File: config.mk
export PLATFORM = sky130hd
export DESIGN_NAME = pipe_ctrl
export DESIGN_NICKNAME = d
export VERILOG_FILES = /design/src/rtl/pipe_ctrl.sv
export SDC_FILE = /design/constraint.sdc
export NUM_CORES = 1
export LEC_CHECK = 0
export BUFFER_PORTS_ARGS = -buffer_cell sky130_fd_sc_hd__buf_2
export CORE_AREA = 2 2 369 371
export CTS_BUF_LIST = sky130_fd_sc_hd__clkbuf_8
export DETAILED_ROUTE_END_ITERATION = 10
export DIE_AREA = 0 0 371 373
export PLACE_DENSITY_LB_ADDON = 0.08
export SKIP_LAST_GASP = 1
export SYNTH_ARGS = -nofsm -noshare
export SYNTH_HDL_FRONTEND = slang
export SYNTH_SLANG_ARGS = --single-unit
File: constraint.sdc
create_clock -name clk -period 2.42 [get_ports clk]
set_clock_uncertainty 0.05 [all_clocks]
set_input_delay 0.484 -clock clk [delete_from_list [all_inputs] [get_ports clk]]
set_output_delay 0.484 -clock clk [all_outputs]
set_load 0.01 [all_outputs]
File: src/rtl/pipe_ctrl.sv
`default_nettype none
// ============================================================================
//  Module   : pipe_ctrl
//  Purpose  : Pipeline-register bank and hazard controller for the pipelined
//             RV32I core. Holds NSTAGES stage boundaries (0 = IF/ID,
//             1 = ID/EX, 2.. = EX/MEM, MEM/WB, ...). It also handles
//             load-use stalls with bubble insertion and redirect flushes,
//             generates the EX operand forwarding selects, and keeps
//             saturating stall/flush counters.
//  Ports    :
//    clk            - clock, rising-edge
//    rst            - asynchronous active-low reset
//    in_valid       - fetch slot valid
//    in_data        - fetch payload loaded into stage 0
//    stage_in       - payload for stage k from slice k (k >= 1); slice 0 unused
//    dec_rs1/rs2/rd - register fields of the instruction in stage 0
//    dec_regwrite   - stage-0 instruction writes rd
//    dec_is_load    - stage-0 instruction is a load
//    redirect       - taken branch/jump resolved from stage 1
//    pc_en          - fetch PC may advance
//    stall          - load-use stall this cycle
//    stage_valid    - valid bit per stage
//    stage_data     - registered payload per stage
//    stage_rd       - rd per stage (stage 0 = dec_rd)
//    stage_regwrite - regwrite per stage, gated by valid
//    fwd_a/fwd_b    - stage-1 operand select: 00 RF, 01 stage 2, 10 stage 3
//    stall_cnt      - saturating load-use stall counter
//    flush_cnt      - saturating redirect flush counter
//  Revision : 1.0 - initial release
// ============================================================================
module pipe_ctrl #(
    parameter int W       = 96,
    parameter int NSTAGES = 4,   // legal range 4..8
    parameter int CNT_W   = 16
) (
    input  logic                 clk,
    input  logic                 rst,
    input  logic                 in_valid,
    input  logic [W-1:0]         in_data,
    input  logic [NSTAGES*W-1:0] stage_in,
    input  logic [4:0]           dec_rs1,
    input  logic [4:0]           dec_rs2,
    input  logic [4:0]           dec_rd,
    input  logic                 dec_regwrite,
    input  logic                 dec_is_load,
    input  logic                 redirect,
    output logic                 pc_en,
    output logic                 stall,
    output logic [NSTAGES-1:0]   stage_valid,
    output logic [NSTAGES*W-1:0] stage_data,
    output logic [NSTAGES*5-1:0] stage_rd,
    output logic [NSTAGES-1:0]   stage_regwrite,
    output logic [1:0]           fwd_a,
    output logic [1:0]           fwd_b,
    output logic [CNT_W-1:0]     stall_cnt,
    output logic [CNT_W-1:0]     flush_cnt
);

    localparam logic [CNT_W-1:0] c_cnt_one = CNT_W'(1);

    // Stage 0 carries only valid + payload; its register fields come live
    // from the decoder, so metadata arrays start at stage 1.
    logic [NSTAGES-1:0] r_valid;
    logic [W-1:0]       r_data [NSTAGES];
    logic [4:0]         r_rd   [1:NSTAGES-1];
    logic [NSTAGES-1:1] r_regwrite;
    logic [NSTAGES-1:1] r_is_load;
    logic [4:0]         r_rs1;
    logic [4:0]         r_rs2;
    logic [CNT_W-1:0]   r_stall_cnt;
    logic [CNT_W-1:0]   r_flush_cnt;

    logic w_stall;
    logic w_s1_hit;
    logic w_s2_wr;
    logic w_s3_wr;
    logic w_unused_bits;

    // ------------------------------------------------------------------
    // Load-use hazard: a valid load in stage 1 whose rd feeds stage 0.
    // A redirect kills stage 0 anyway, so it suppresses the stall.
    // ------------------------------------------------------------------
    assign w_s1_hit = (r_rd[1] == dec_rs1) | (r_rd[1] == dec_rs2);
    assign w_stall  = r_valid[1] & r_is_load[1] & (r_rd[1] != 5'd0) &
                      r_valid[0] & w_s1_hit & ~redirect;

    assign stall = w_stall;
    assign pc_en = ~w_stall;

    // ------------------------------------------------------------------
    // Stage registers and counters
    // ------------------------------------------------------------------
    always_ff @(posedge clk or negedge rst) begin
        if (!rst) begin
            r_valid     <= '0;
            r_regwrite  <= '0;
            r_is_load   <= '0;
            r_rs1       <= '0;
            r_rs2       <= '0;
            r_stall_cnt <= '0;
            r_flush_cnt <= '0;
            for (int k = 0; k < NSTAGES; k++) begin
                r_data[k] <= '0;
            end
            for (int k = 1; k < NSTAGES; k++) begin
                r_rd[k] <= '0;
            end
        end else begin
            // Downstream stages advance every cycle regardless of
            // stalls or flushes at the front.
            for (int k = 2; k < NSTAGES; k++) begin
                r_valid[k]    <= r_valid[k-1];
                r_data[k]     <= stage_in[k*W +: W];
                r_rd[k]       <= r_rd[k-1];
                r_regwrite[k] <= r_regwrite[k-1];
                r_is_load[k]  <= r_is_load[k-1];
            end

            if (redirect || w_stall) begin
                // Stage 0 is squashed on redirect, held on stall.
                if (redirect) begin
                    r_valid[0] <= 1'b0;
                    r_data[0]  <= '0;
                end
                // Stage 1 becomes an empty bubble. Its register fields are
                // cleared too so the bubble can never match for forwarding.
                r_valid[1]    <= 1'b0;
                r_data[1]     <= '0;
                r_rd[1]       <= '0;
                r_rs1         <= '0;
                r_rs2         <= '0;
                r_regwrite[1] <= 1'b0;
                r_is_load[1]  <= 1'b0;
            end else begin
                r_valid[0]    <= in_valid;
                r_data[0]     <= in_data;
                r_valid[1]    <= r_valid[0];
                r_data[1]     <= stage_in[W +: W];
                r_rd[1]       <= dec_rd;
                r_rs1         <= dec_rs1;
                r_rs2         <= dec_rs2;
                r_regwrite[1] <= dec_regwrite;
                r_is_load[1]  <= dec_is_load;
            end

            // w_stall already excludes redirect, so a combined cycle
            // counts only as a flush.
            if (redirect && (r_flush_cnt != '1)) begin
                r_flush_cnt <= r_flush_cnt + c_cnt_one;
            end
            if (w_stall && (r_stall_cnt != '1)) begin
                r_stall_cnt <= r_stall_cnt + c_cnt_one;
            end
        end
    end

    // ------------------------------------------------------------------
    // Forwarding to stage 1 operands; stage 2 (youngest) takes priority.
    // ------------------------------------------------------------------
    assign w_s2_wr = r_valid[2] & r_regwrite[2] & (r_rd[2] != 5'd0);
    assign w_s3_wr = r_valid[3] & r_regwrite[3] & (r_rd[3] != 5'd0);

    always_comb begin
        fwd_a = 2'b00;
        fwd_b = 2'b00;
        if (w_s2_wr && (r_rd[2] == r_rs1)) begin
            fwd_a = 2'b01;
        end else if (w_s3_wr && (r_rd[3] == r_rs1)) begin
            fwd_a = 2'b10;
        end
        if (w_s2_wr && (r_rd[2] == r_rs2)) begin
            fwd_b = 2'b01;
        end else if (w_s3_wr && (r_rd[3] == r_rs2)) begin
            fwd_b = 2'b10;
        end
    end

    // ------------------------------------------------------------------
    // Output packing
    // ------------------------------------------------------------------
    assign stage_valid = r_valid;
    assign stall_cnt   = r_stall_cnt;
    assign flush_cnt   = r_flush_cnt;

    for (genvar k = 0; k < NSTAGES; k++) begin : g_out
        assign stage_data[k*W +: W] = r_data[k];
        if (k == 0) begin : g_s0
            assign stage_rd[4:0]     = dec_rd;
            assign stage_regwrite[0] = dec_regwrite & r_valid[0];
        end else begin : g_sk
            assign stage_rd[k*5 +: 5] = r_rd[k];
            assign stage_regwrite[k]  = r_regwrite[k] & r_valid[k];
        end
    end

    // Slice 0 of stage_in has no destination, and the last stage's is_load
    // has no consumer downstream.
    assign w_unused_bits = ^{stage_in[W-1:0], r_is_load[NSTAGES-1]};

endmodule
`default_nettype wire

-- After elaboration in Yosys (flattened, before gate mapping)
Cells that the tools add are included.
- output and inout bits: 450
- register bits: 449
- bits of input ports: 501
- $add $sub $neg: 2
- reductions and logical operators: 10
- mux-type cells: 13
- bitwise operators: 14
- equality and inequality tests: 9
- operators by type and width (operator ; count):
    192-bit two-way mux ; 1
    96-bit two-way mux ; 1
    16-bit by 1-bit adder with 16-bit output, second input constant ; 2
    16-bit != test, second input constant ; 2
    5-bit == test ; 6
    5-bit two-way mux ; 3
    5-bit nonzero test ; 3
    1-bit bitwise AND ; 11
    2-bit two-way mux ; 5
    1-bit logical AND ; 6
    1-bit two-way mux ; 3
    2-bit != test, second input constant ; 1
    1-bit inverter ; 2
    1-bit logical OR ; 1
    1-bit bitwise OR ; 1

-- Depth between registers and ports, before layout
Gate-level depths: netlist (run 1).
- depth after elaboration: 7
- gate-level depth with buffers: 8

-- Worst setup path after synthesis (run 1)
OpenSTA, ideal clock, no wires.
- path type: register to output
- from: register r_rd, in the netlist stage_rd[5]
- to: output pc_en
- data required time: 1886 ps
- arrival time: 1875 ps
- setup slack: 11 ps
- stages on the path, launching flop included: 7
- path buffers: 1
- cells stage by stage: dfrtp_1 or4_4 o2111ai_4 inv_2 clkbuf_1 and3_1 inv_1
- cells in the longest elaborated chain, start to end: 6
- elaborated cells between the ends (all ways): 9
- those cells by class: eq/ne: 2; bitwise: 6; reduce/logical: 1
- RTL lines (item ; line ; RTL):
    start, declared ; 65 ; logic [4:0] r_rd [1:NSTAGES-1];
    start signal, assigned by index ; 114 ; r_rd[k] <= r_rd[k-1];
    5-bit nonzero test ; 84 ; assign w_stall = r_valid[1] & r_is_load[1] & (r_rd[1] != 5'd0) &
    1-bit bitwise AND (2 in a row) ; 84 ;
    1-bit bitwise AND (*) (2 in a row) ; 85 ; r_valid[0] & w_s1_hit & ~redirect;
    via stall ; 48 ; output logic stall,
    1-bit inverter (*) ; 88 ; assign pc_en = ~w_stall;
    end, declared ; 47 ; output logic pc_en,
The timed path passes the listed nets; every way through them passes the cells marked *.

-- Final worst setup path (run 1)
- from: register r_rd, in the netlist stage_rd[5]
- to: output pc_en
- cells in the longest elaborated chain, start to end: 6
- elaborated cells between the ends (all ways): 9
- those cells by class: eq/ne: 2; bitwise: 6; reduce/logical: 1
- RTL lines (item ; line):
    5-bit nonzero test ; 84
    1-bit bitwise AND (2 in a row) ; 84
    1-bit bitwise AND (*) (2 in a row) ; 85
    1-bit inverter (*) ; 88
Mark *: on every way between the ends. The rest lies on a longest branch, timed or not.

==> qor.txt, run 1 <==
Worst-skew pair later-pin latency: 0.75 ns
Ys flop type: dfrtp_1
Met2 Usage GRT: 20.40%
Period utilization: 122.7%
CTS tree: done
Clock power share: 43.9%
Post-synth EDFFs: 0
Post-Syn Nets: 1595
Max Clock Freq: 336.7 MHz
Total Routing Usage GR: 11.38%
Slew @ Worst Pin: 0.5697 ns
Yosys top cell by area: dfrtp_1
Worst Setup Slack, final: -0.5501 ns
PwrDens: 667.4 nW/um^2
Register area share after synthesis: 74.28%
Worst path slowest cell: or4_4
Placement Cell Area: 22010 um^2
Antenna violations before repair: 12
First-pass GRT wire length: 113.3 mm
Worst path max stage delay: 0.57 ns
DRT Pass-1 Iters: 4
Netlist Area Pre-Place: 15130 um^2
DRT iter0 DRCs: 386
CP Max Fanout: 3
Crit path arrival time: 2.44 ns
Post-synth ARST share: 100.0%
Longest Clk Path Bufs: 3
Max Cap Viol: 0
Crit Path Category: register to output port
Clock transition at the registers of the reported paths: 0.06 ns
Pleak: 0.01401 uW
Failing checks: setup timing
Final instance area: 28660 um^2
Crit. End Element: output port
CP Cell Sequence: or4_4 > o2111ai_4 > clkinv_4 > and3_4 > inv_2 > buf_6
RSZ-0062 raised after global routing: yes
Fin cells: 4327
Row cnt: 135
Largest net degree at the start of global routing: 95
Top post-synthesis cells by area: dfrtp_1 (74%), and2_1 (4.9%), a31o_2 (3.9%), a21oi_1 (3.3%), nand2_1 (2.8%)
Status: complete, but fails checks
Post-DR wirelength/cell: 19.02 um
TritonCTS Buffers: 96
Slew HR: 62.02%
Synth unique cells: 36
Gr ovfl total: 0
Synthesized instance count: 1092
Layout Utilization: 21.29%
Number of global-route vias before repair: 15680
Worst setup SP type: register
Synth warn: 0
HPWL Detailed: 61.04 mm
Mapped Avg Cell Area: 13.85 um^2
Placed insts: 3713
IO Pins: 951
Final nets: 2964
Hold Fails Final Rpt: 0
Final setup fails: 135
Initial Util: 11.24%
CTS Sinks: 449
P&R area growth vs syn: 89.45%
Synthesized flop and latch total: 449
Register Area: 11240 um^2
Busiest layer in global routing: met2
Fillers: 14790
Yosys top cell area share: 74.28%
Top-count cell post-synth: dfrtp_1
DR vias/cell: 3.275
H-tree depth: 3
Die Wd: 371 um
Worst min path class: primary input to async pin
Synth top cells by count: dfrtp_1 (449), and2_1 (119), nand2_1 (111)
Port bufs: 854
Drt drc: 0
Routed Antenna Nets: 0
Placer Congestion: 0.7643
Fin crit period: 2.970 ns
Share of cells above drive strength 1: 46.51%
Internal power: 13790 uW
Sequential share of power: 42.7%
Drt total wl: 82.29 mm
Die area: 138400 um^2
Switching power: 5338 uW
DIE HEIGHT: 373 um
Area occupied by multi-input gates: 3729 um^2
Switching part of the total power: 27.91%
Core area: 134600 um^2
Max-slew violation count: 0
Worst Path Required: 1.89 ns
Met3 Resource Use GR: 3.921%
Clk root buf: clkbuf_8
Combinational power share: 13.5%
Via Count: 14170
Max VDD drop: 0.0003796 V
Met1 Use GR: 12.50%
[per-stage QoR]
step                      hold WS (ns)  setup TNS, ns  setup WS (ns)  power, uW
final                           0.1318         -8.193        -0.5501      19130
after global routing           0.03903         -29.87        -0.7595      20290
after CTS                      0.01915         -21.28        -0.7627      19670
after detailed placement        0.3159              0        0.01133      10330
after global placement          0.3132       -0.01075       -0.01075      10340
after floorplan                 0.1384              0        0.01120       8919
[area by class of cell]
| cell class | instances | share of cell area [%] |
|---|---|---|
| sequential | 449 | 39.22 |
| timing repair buffer | 1343 | 32.98 |
| multi-input combinational | 566 | 13.01 |
| tap | 1781 | 7.776 |
| clock buffer | 119 | 5.715 |
| clock inverter | 55 | 1.118 |
| inverter | 5 | 0.1004 |
| antenna | 9 | 0.07859 |
[placed cells by master (no fill, tap or decap), drive strengths merged, types with 17 or more instances in the layout]
cell type and count:
dlygate4sd3 403, xor2 17, nand2 111, and2 119
clkbuf 125, xnor2 41, buf 934, a31o 95
inv 45, a21oi 100, dfrtp 449, nand3 18
[sequential cells by signal, summed over array words and instances (netlist names)]
register / flops
r_is_load: 1
stall_cnt: 16
stage_rd: 15
stage_valid: 4
r_regwrite: 3
r_rs1: 5
r_rs2: 5
stage_data: 384
flush_cnt: 16
[cell families after synthesis]
kind of cell	count (synthesis)	synth area share, %
AOI/OAI and AO/OA	203	9.314
xor gates and xnor gates	58	3.358
adders and majority gates	2	0.1654
buffers and inverters	77	2.349
DFF	449	74.28
muxes	2	0.1489
and+or+nand+nor	301	10.39
[path summary, 6_finish.rpt]
kind,startpoint,end,slack (ns),cells after the start
setup / recovery,stage_rd[5]$_DFF_PN0_,pc_en,-0.55,6
hold / removal,rst,stage_data[228]$_DFF_PN0_,0.13,2
setup reg to reg,stage_rd[5]$_DFF_PN0_,stage_data[16]$_DFFE_PN0P_,-0.10,8
hold reg to reg,r_regwrite[2]$_DFF_PN0_,r_regwrite[3]$_DFF_PN0_,0.32,0
max in group asynchronous,rst,stage_data[189]$_DFF_PN0_,1.34,3
min in group clk,redirect,flush_cnt[3]$_DFFE_PN0P_,0.17,3
[power groups by stage]
stage	combinational [uW]	clock, uW	sequential [uW]
after floorplan	458	0	8460
after global placement	2050	0	8290
after detailed placement	2040	0	8290
after CTS	2640	8870	8160
after global routing	2820	9270	8200
final	2580	8390	8160
[routing by layer]
layer / wire (um) / share of wire, %
met5: 65 / 0.079
met4: 1984 / 2.4
met3: 5680 / 6.9
met2: 42870 / 52
met1: 31690 / 39
[repair_timing]
| action | CTS | global route |
|---|---|---|
| resized for setup | 25 | 32 |
| pin swaps | 12 | 9 |
| hold buffers | 403 | 0 |
| endpoints found under the hold margin | 723 | 0 |
| setup endpoints to repair | 35 | 229 |
| buffers inserted | 11 | 10 |
| gates cloned | 0 | 9 |
[critical path: cells and delay by family, from the launching register on]
family | cells | cell delay [ns]
compound gates | 1 | 0.26
buf+inv | 3 | 0.27
flops | 1 | 0.38
simple gates | 2 | 0.77
Power figures use the tool's default switching activity.
==> inputs of run 2 (changes only) <==
- clock period: 2.42 -> 3.2 ns (I/O delays scaled with it)
==> run 2 against run 1 <==
  * The run now ends clean
  * Flip-flop and latch count unchanged
  * Critical path depth unchanged
  * Utilization down 1.4 points
  * Sequential power down 25%
  * Global-route usage down 0.13 points
  * Non-clock buffer count down 142
  * Worst setup slack better by 0.62 ns
  * Critical endpoint unchanged
==> qor.txt, run 2 (synthesized netlist as in run 1, its figures left out) <==
DR vias/cell: 3.232 (-1.3%)
Row cnt: 135 (unchanged)
Worst Path Required: 2.51 ns (+0.62 ns)
Crit. End Element: output port
Placed insts: 3685 (-0.75%)
Worst setup SP type: register
Total power: 14100 uW (-26%)
Drt total wl: 79.18 mm (-3.8%)
Max VDD drop: 0.0002337 V (-38%)
Worst min path class: primary input to register
Fin cells: 4178 (-3.4%)
Gr ovfl total: 0 (unchanged)
Worst path max stage delay: 0.57 ns (about the same)
Largest net degree at the start of global routing: 106 (+12%)
Placement Cell Area: 21730 um^2 (-1.2%)
Antenna violations before repair: 22 (+10)
DRT iter0 DRCs: 401 (+3.9%)
Fillers: 14890 (+0.67%)
Fin Hold WS: 0.1433 ns (+0.01158 ns)
CP Max Fanout: 2 (-1)
Core area: 134600 um^2 (unchanged)
H-tree depth: 3 (unchanged)
Via Count: 13510 (-4.7%)
Total Routing Usage GR: 11.25% (-0.13 points)
Longest Clk Path Bufs: 3 (unchanged)
First-pass GRT wire length: 110.8 mm (-2.2%)
Fin crit period: 3.134 ns
Die Wd: 371 um (unchanged)
Number of global-route vias before repair: 14880 (-5.1%)
Max-slew violation count: 0 (unchanged)
Hold Fails Final Rpt: 0 (unchanged)
Max Cap Viol: 0 (unchanged)
Slew HR: 55.06% (-7.0 points)
Layout Utilization: 19.92% (-1.4 points)
Crit Path Category: register to output port
Die area: 138400 um^2 (unchanged)
Period utilization: 97.95%
Buffers and inverters on the worst path: 3 (unchanged)
DRT Pass-1 Iters: 4 (unchanged)
Top delay family on crit path: simple AND/OR/NAND/NOR gates
Final setup fails: 0 (-100%)
Worst path slowest cell: or4_4
Worst-skew pair later-pin latency: 0.78 ns (+0.03 ns)
Pleak: 0.01319 uW (-5.8%)
Post-DR wirelength/cell: 18.95 um (-0.35%)
CTS Sinks: 449 (unchanged)
P&R area growth vs syn: 77.31%
Routed Antenna Nets: 0 (unchanged)
Drt drc: 0 (unchanged)
Commonest non-fill, non-tap cell in the layout: buf_2
Initial Util: 11.24% (unchanged)
RSZ-0062 raised after global routing: yes
Slew @ Worst Pin: 0.6680 ns (+0.09829 ns)
Max Clock Freq: 319.0 MHz
HPWL Detailed: 60.25 mm (-1.3%)
Number of flip-flops in the largest register: 384 (unchanged)
Final instance area: 26820 um^2 (-6.4%)
Placer Congestion: 0.7564 (-1.0%)
Commonest non-fill, non-tap cells in the layout: buf_2 (852), dfrtp_1 (442), dlygate4sd3_1 (306)
Clk root buf: clkbuf_8
DIE HEIGHT: 373 um (unchanged)
TritonCTS Buffers: 94 (-2.1%)
Final nets: 2820 (-4.9%)
PwrDens: 525.7 nW/um^2 (-21%)
CTS tree: done
Port bufs: 854 (unchanged)
Crit path arrival time: 2.44 ns (about the same)
IO Pins: 951 (unchanged)
Status: finished clean
CP Cell Sequence: or4_4 > o2111ai_4 > clkinv_4 > and3_4 > inv_2 > buf_6
Share of cells above drive strength 1: 46.73% (+0.22 points)
Clock transition at the registers of the reported paths: 0.06 ns (about the same)
-- run 2: stage by stage --
stage / TNS (ns) / setup WS [ns]
finish: 0 / 0.06563
global route: -0.2145 / -0.1002
CTS: -0.3026 / -0.1397
detailed placement: 0 / 0.3331
global placement: 0 / 0.3298
floorplan: 0 / 0.6352
-- run 2: area by class of cell --
| class | instances | area (um^2) | share of cell area [%] |
|---|---|---|---|
| repair buffers | 1201 | 7836 | 29.22 |
| diodes | 11 | 27.53 | 0.1026 |
| flip-flops and latches | 449 | 11240 | 41.92 |
| clock buffers | 115 | 1583 | 5.901 |
| clock inverters | 50 | 271.5 | 1.012 |
| multi-input cells | 566 | 3602 | 13.43 |
| inverters | 5 | 28.78 | 0.1073 |
| well taps | 1781 | 2228 | 8.308 |
-- run 2: timing repair --
item / 4_1_cts / 5_1_grt
setup buffers: 10 / 1
endpoints found under the setup margin: 6 / 3
hold buffers: 306 / 0
gates resized for setup: 20 / 2
pin swaps: 11 / 3
hold endpoints to repair: 342 / 0
-- run 2: power by group --
part	total, uW	internal [uW]	switching (uW)
combinational	1790	857	930
clock	6150	3320	2830
sequential	6160	6000	166
-- run 2: metal layers --
metal	up-vias	wire, um	share of wire [%]	track usage (%)
met5	-	79	0.10	0
met4	14	2895	3.7	5.042
met3	158	7165	9.0	4.650
met2	497	40300	51	19.60
met1	6682	28740	36	11.72
li1	6154	-	-	-
-- run 2: worst paths after layout --
path / endpoint / cells after the start / startpoint / slack, ns
worst max-delay path: pc_en / 6 / stage_rd[9]$_DFF_PN0_ / 0.07
worst min-delay path: r_regwrite[1]$_DFF_PN0_ / 2 / dec_regwrite / 0.14
worst max register to register: stage_data[45]$_DFFE_PN0P_ / 8 / stage_rd[9]$_DFF_PN0_ / 0.58
worst min register to register: r_regwrite[3]$_DFF_PN0_ / 0 / r_regwrite[2]$_DFF_PN0_ / 0.31
max in group asynchronous: stage_rd[11]$_DFF_PN0_ / 4 / rst / 1.77
min in group asynchronous: stage_data[169]$_DFF_PN0_ / 2 / rst / 0.32
-- run 2: worst reg2reg max path, stage by stage (launching register included) --
cell and delay (ns):
dfrtp_1 0.38, or4_4 0.57, o2111ai_4 0.26, clkinv_4 0.10
buf_4 0.18, buf_4 0.21, and2_4 0.20, buf_12 0.18
a31o_2 0.33
==> inputs of run 3 (changes only) <==
==> constraint.sdc (replaced) <==
create_clock -name clk -period 3.2 [get_ports clk]
set_clock_uncertainty 0.05 [all_clocks]
set_input_delay 0.8 -clock clk [delete_from_list [all_inputs] [get_ports clk]]
set_output_delay 0.8 -clock clk [all_outputs]
set_load 0.01 [all_outputs]
==> run 3 against run 2 <==
  * The run now ends with setup timing left
  * Utilization shrank 0.87 points
  * Die area unchanged
  * Final cell count decreased by 2.8%
  * Non-clock buffer count down 119
  * Critical path type unchanged
  * Largest cell class unchanged
  * Clock power hardly changed
  * Flip-flop and latch count did not move
==> qor.txt, run 3 (synthesized netlist as in run 1, its figures left out) <==
Status: complete, but fails checks
Failing checks: setup timing
Worst Setup Slack, final: -0.05794 ns (-0.1236 ns)
Crit Path Category: register to output port
Slew @ Worst Pin: 0.7168 ns (+0.04889 ns)
P&R area growth vs syn: 69.54%
Via Count: 13160 (-2.5%)
Worst-skew pair later-pin latency: 0.76 ns (-0.02 ns)
IO Pins: 951 (unchanged)
Hold Fails Final Rpt: 0 (unchanged)
Fin crit period: 3.258 ns (+0.1236 ns)
Die Wd: 371 um (unchanged)
Placed insts: 3692 (+0.19%)
Commonest non-fill, non-tap cell in the layout: buf_2
Clock transition at the registers of the reported paths: 0.06 ns (about the same)
Number of global-route vias before repair: 14440 (-2.9%)
Worst min path class: primary input to register
PwrDens: 545.9 nW/um^2 (+3.8%)
TritonCTS Buffers: 96 (+2.1%)
DRT Pass-1 Iters: 5 (+1)
CP Max Fanout: 3 (+1)
Period utilization: 101.8% (+3.9 points)
Max Clock Freq: 306.9 MHz (-3.8%)
Die area: 138400 um^2 (unchanged)
Layout Utilization: 19.05% (-0.87 points)
Core area: 134600 um^2 (unchanged)
Drt drc: 0 (unchanged)
Gr ovfl total: 0 (unchanged)
Max Cap Viol: 0 (unchanged)
Port bufs: 854 (unchanged)
Routed Antenna Nets: 0 (unchanged)
Final nets: 2703 (-4.1%)
Row cnt: 135 (unchanged)
Slew HR: 51.77% (-3.3 points)
Antenna violations before repair: 30 (+36%)
Max VDD drop: 0.0002553 V (+9.3%)
Share of cells above drive strength 1: 49.51% (+2.8 points)
Crit. End Element: output port
Fin cells: 4062 (-2.8%)
Worst setup SP type: register
Initial Util: 11.24% (unchanged)
Fin Hold WS: 0.1303 ns (-0.01307 ns)
First-pass GRT wire length: 110.5 mm (-0.29%)
Drt total wl: 79.66 mm (+0.60%)
RSZ-0062 raised after global routing: yes
Post-DR wirelength/cell: 19.61 um (+3.5%)
Largest net degree at the start of global routing: 106 (unchanged)
Crit path arrival time: 2.41 ns (-0.03 ns)
Worst Setup Slack post-DPL: 0.1973 ns (-0.1358 ns)
Max-slew violation count: 0 (unchanged)
Total Routing Usage GR: 11.28% (+0.031 points)
Commonest non-fill, non-tap cells in the layout: buf_2 (852), dfrtp_1 (442), dlygate4sd3_1 (180)
Worst Path Required: 2.35 ns (-0.16 ns)
DR vias/cell: 3.240 (+0.24%)
Pleak: 0.01270 uW (-3.7%)
Clk root buf: clkbuf_8
CTS Sinks: 449 (unchanged)
Final setup fails: 2 (+2)
DRT iter0 DRCs: 344 (-14%)
Longest Clk Path Bufs: 3 (unchanged)
HPWL Detailed: 60.57 mm (+0.54%)
H-tree depth: 3 (unchanged)
CTS tree: done
Number of flip-flops in the largest register: 384 (unchanged)
DIE HEIGHT: 373 um (unchanged)
Placer Congestion: 0.7548 (-0.21%)
## run 3: changes by cell type in the layout (fill, tap and decap cells not counted), moves of 2 or more
cell           before  now
buf_4              27   33
clkinv_2            6    8
clkinv_8            0    3
diode_2            11   13
dlygate4sd3_1     306  180
inv_8               2    0
## run 3: routing by layer
layer / up-vias / part of all wire [%] / track usage (%) / wire, um
met2: 493 / 51 / 19.82 / 40900
met1: 6553 / 36 / 11.50 / 28320
li1: 5931 / - / - / -
met5: - / 0.23 / 0 / 180
met4: 26 / 3.5 / 4.331 / 2804
met3: 158 / 9.3 / 5.290 / 7448
## run 3: power by group
group          total (uW)  leakage (uW)  switching, uW  internal (uW)
logic                1650       0.00604            896            758
clock network        6180       0.00110           2870           3310
registers            6160       0.00556            168           6000
total               14000        0.0127           3940          10100
## run 3: final timing paths
kind                                                  end                     from  cells after the start  slack (ns)
worst max-delay path                                pc_en    stage_rd[5]$_DFF_PN0_                      6       -0.06
worst min-delay path            stage_data[305]$_DFF_PN0_            stage_in[305]                      1        0.13
worst max register to register  stage_data[158]$_DFF_PN0_    stage_rd[5]$_DFF_PN0_                      7        0.63
worst min register to register    r_regwrite[3]$_DFF_PN0_  r_regwrite[2]$_DFF_PN0_                      0        0.32
max in group asynchronous       stage_data[159]$_DFF_PN0_                      rst                      3        1.57
min in group asynchronous       stage_data[152]$_DFF_PN0_                      rst                      2        0.53
## run 3: critical path, stage by stage, from the launching register on
cell	delay (ns)
dfrtp_1	0.39
or4_4	0.57
o2111ai_4	0.23
clkinv_2	0.11
and3_4	0.21
inv_2	0.06
buf_6	0.09
## run 3: cell type report
cell class / instances / area (um^2)
Fill cell: 15000 / 109000
Sequential cell: 449 / 11240
Timing Repair Buffer: 1082 / 6640
Multi-Input combinational cell: 566 / 3605
Tap cell: 1781 / 2228
Clock buffer: 114 / 1569
Clock inverter: 52 / 301.5
Antenna cell: 13 / 32.53
Inverter: 5 / 25.02
## run 3: metrics by stage
stage          total power (uW)  area (um^2)  TNS [ns]
3_3_place_gp               7788        21800         0
6_report                  14000        25650   -0.1158
2_1_floorplan              6745        15130         0
3_5_place_dp               7782        21800         0
4_1_cts                   14500        25600   -0.8390
5_1_grt                   14850        25620   -0.8231
## run 3: what timing repair did
action	CTS	global route
gates resized for setup	22	0
cloned	0	0
endpoints found under the hold margin	218	0
pin swaps	10	5
hold buffers	180	0
endpoints found under the setup margin	6	4
setup buffers	9	2
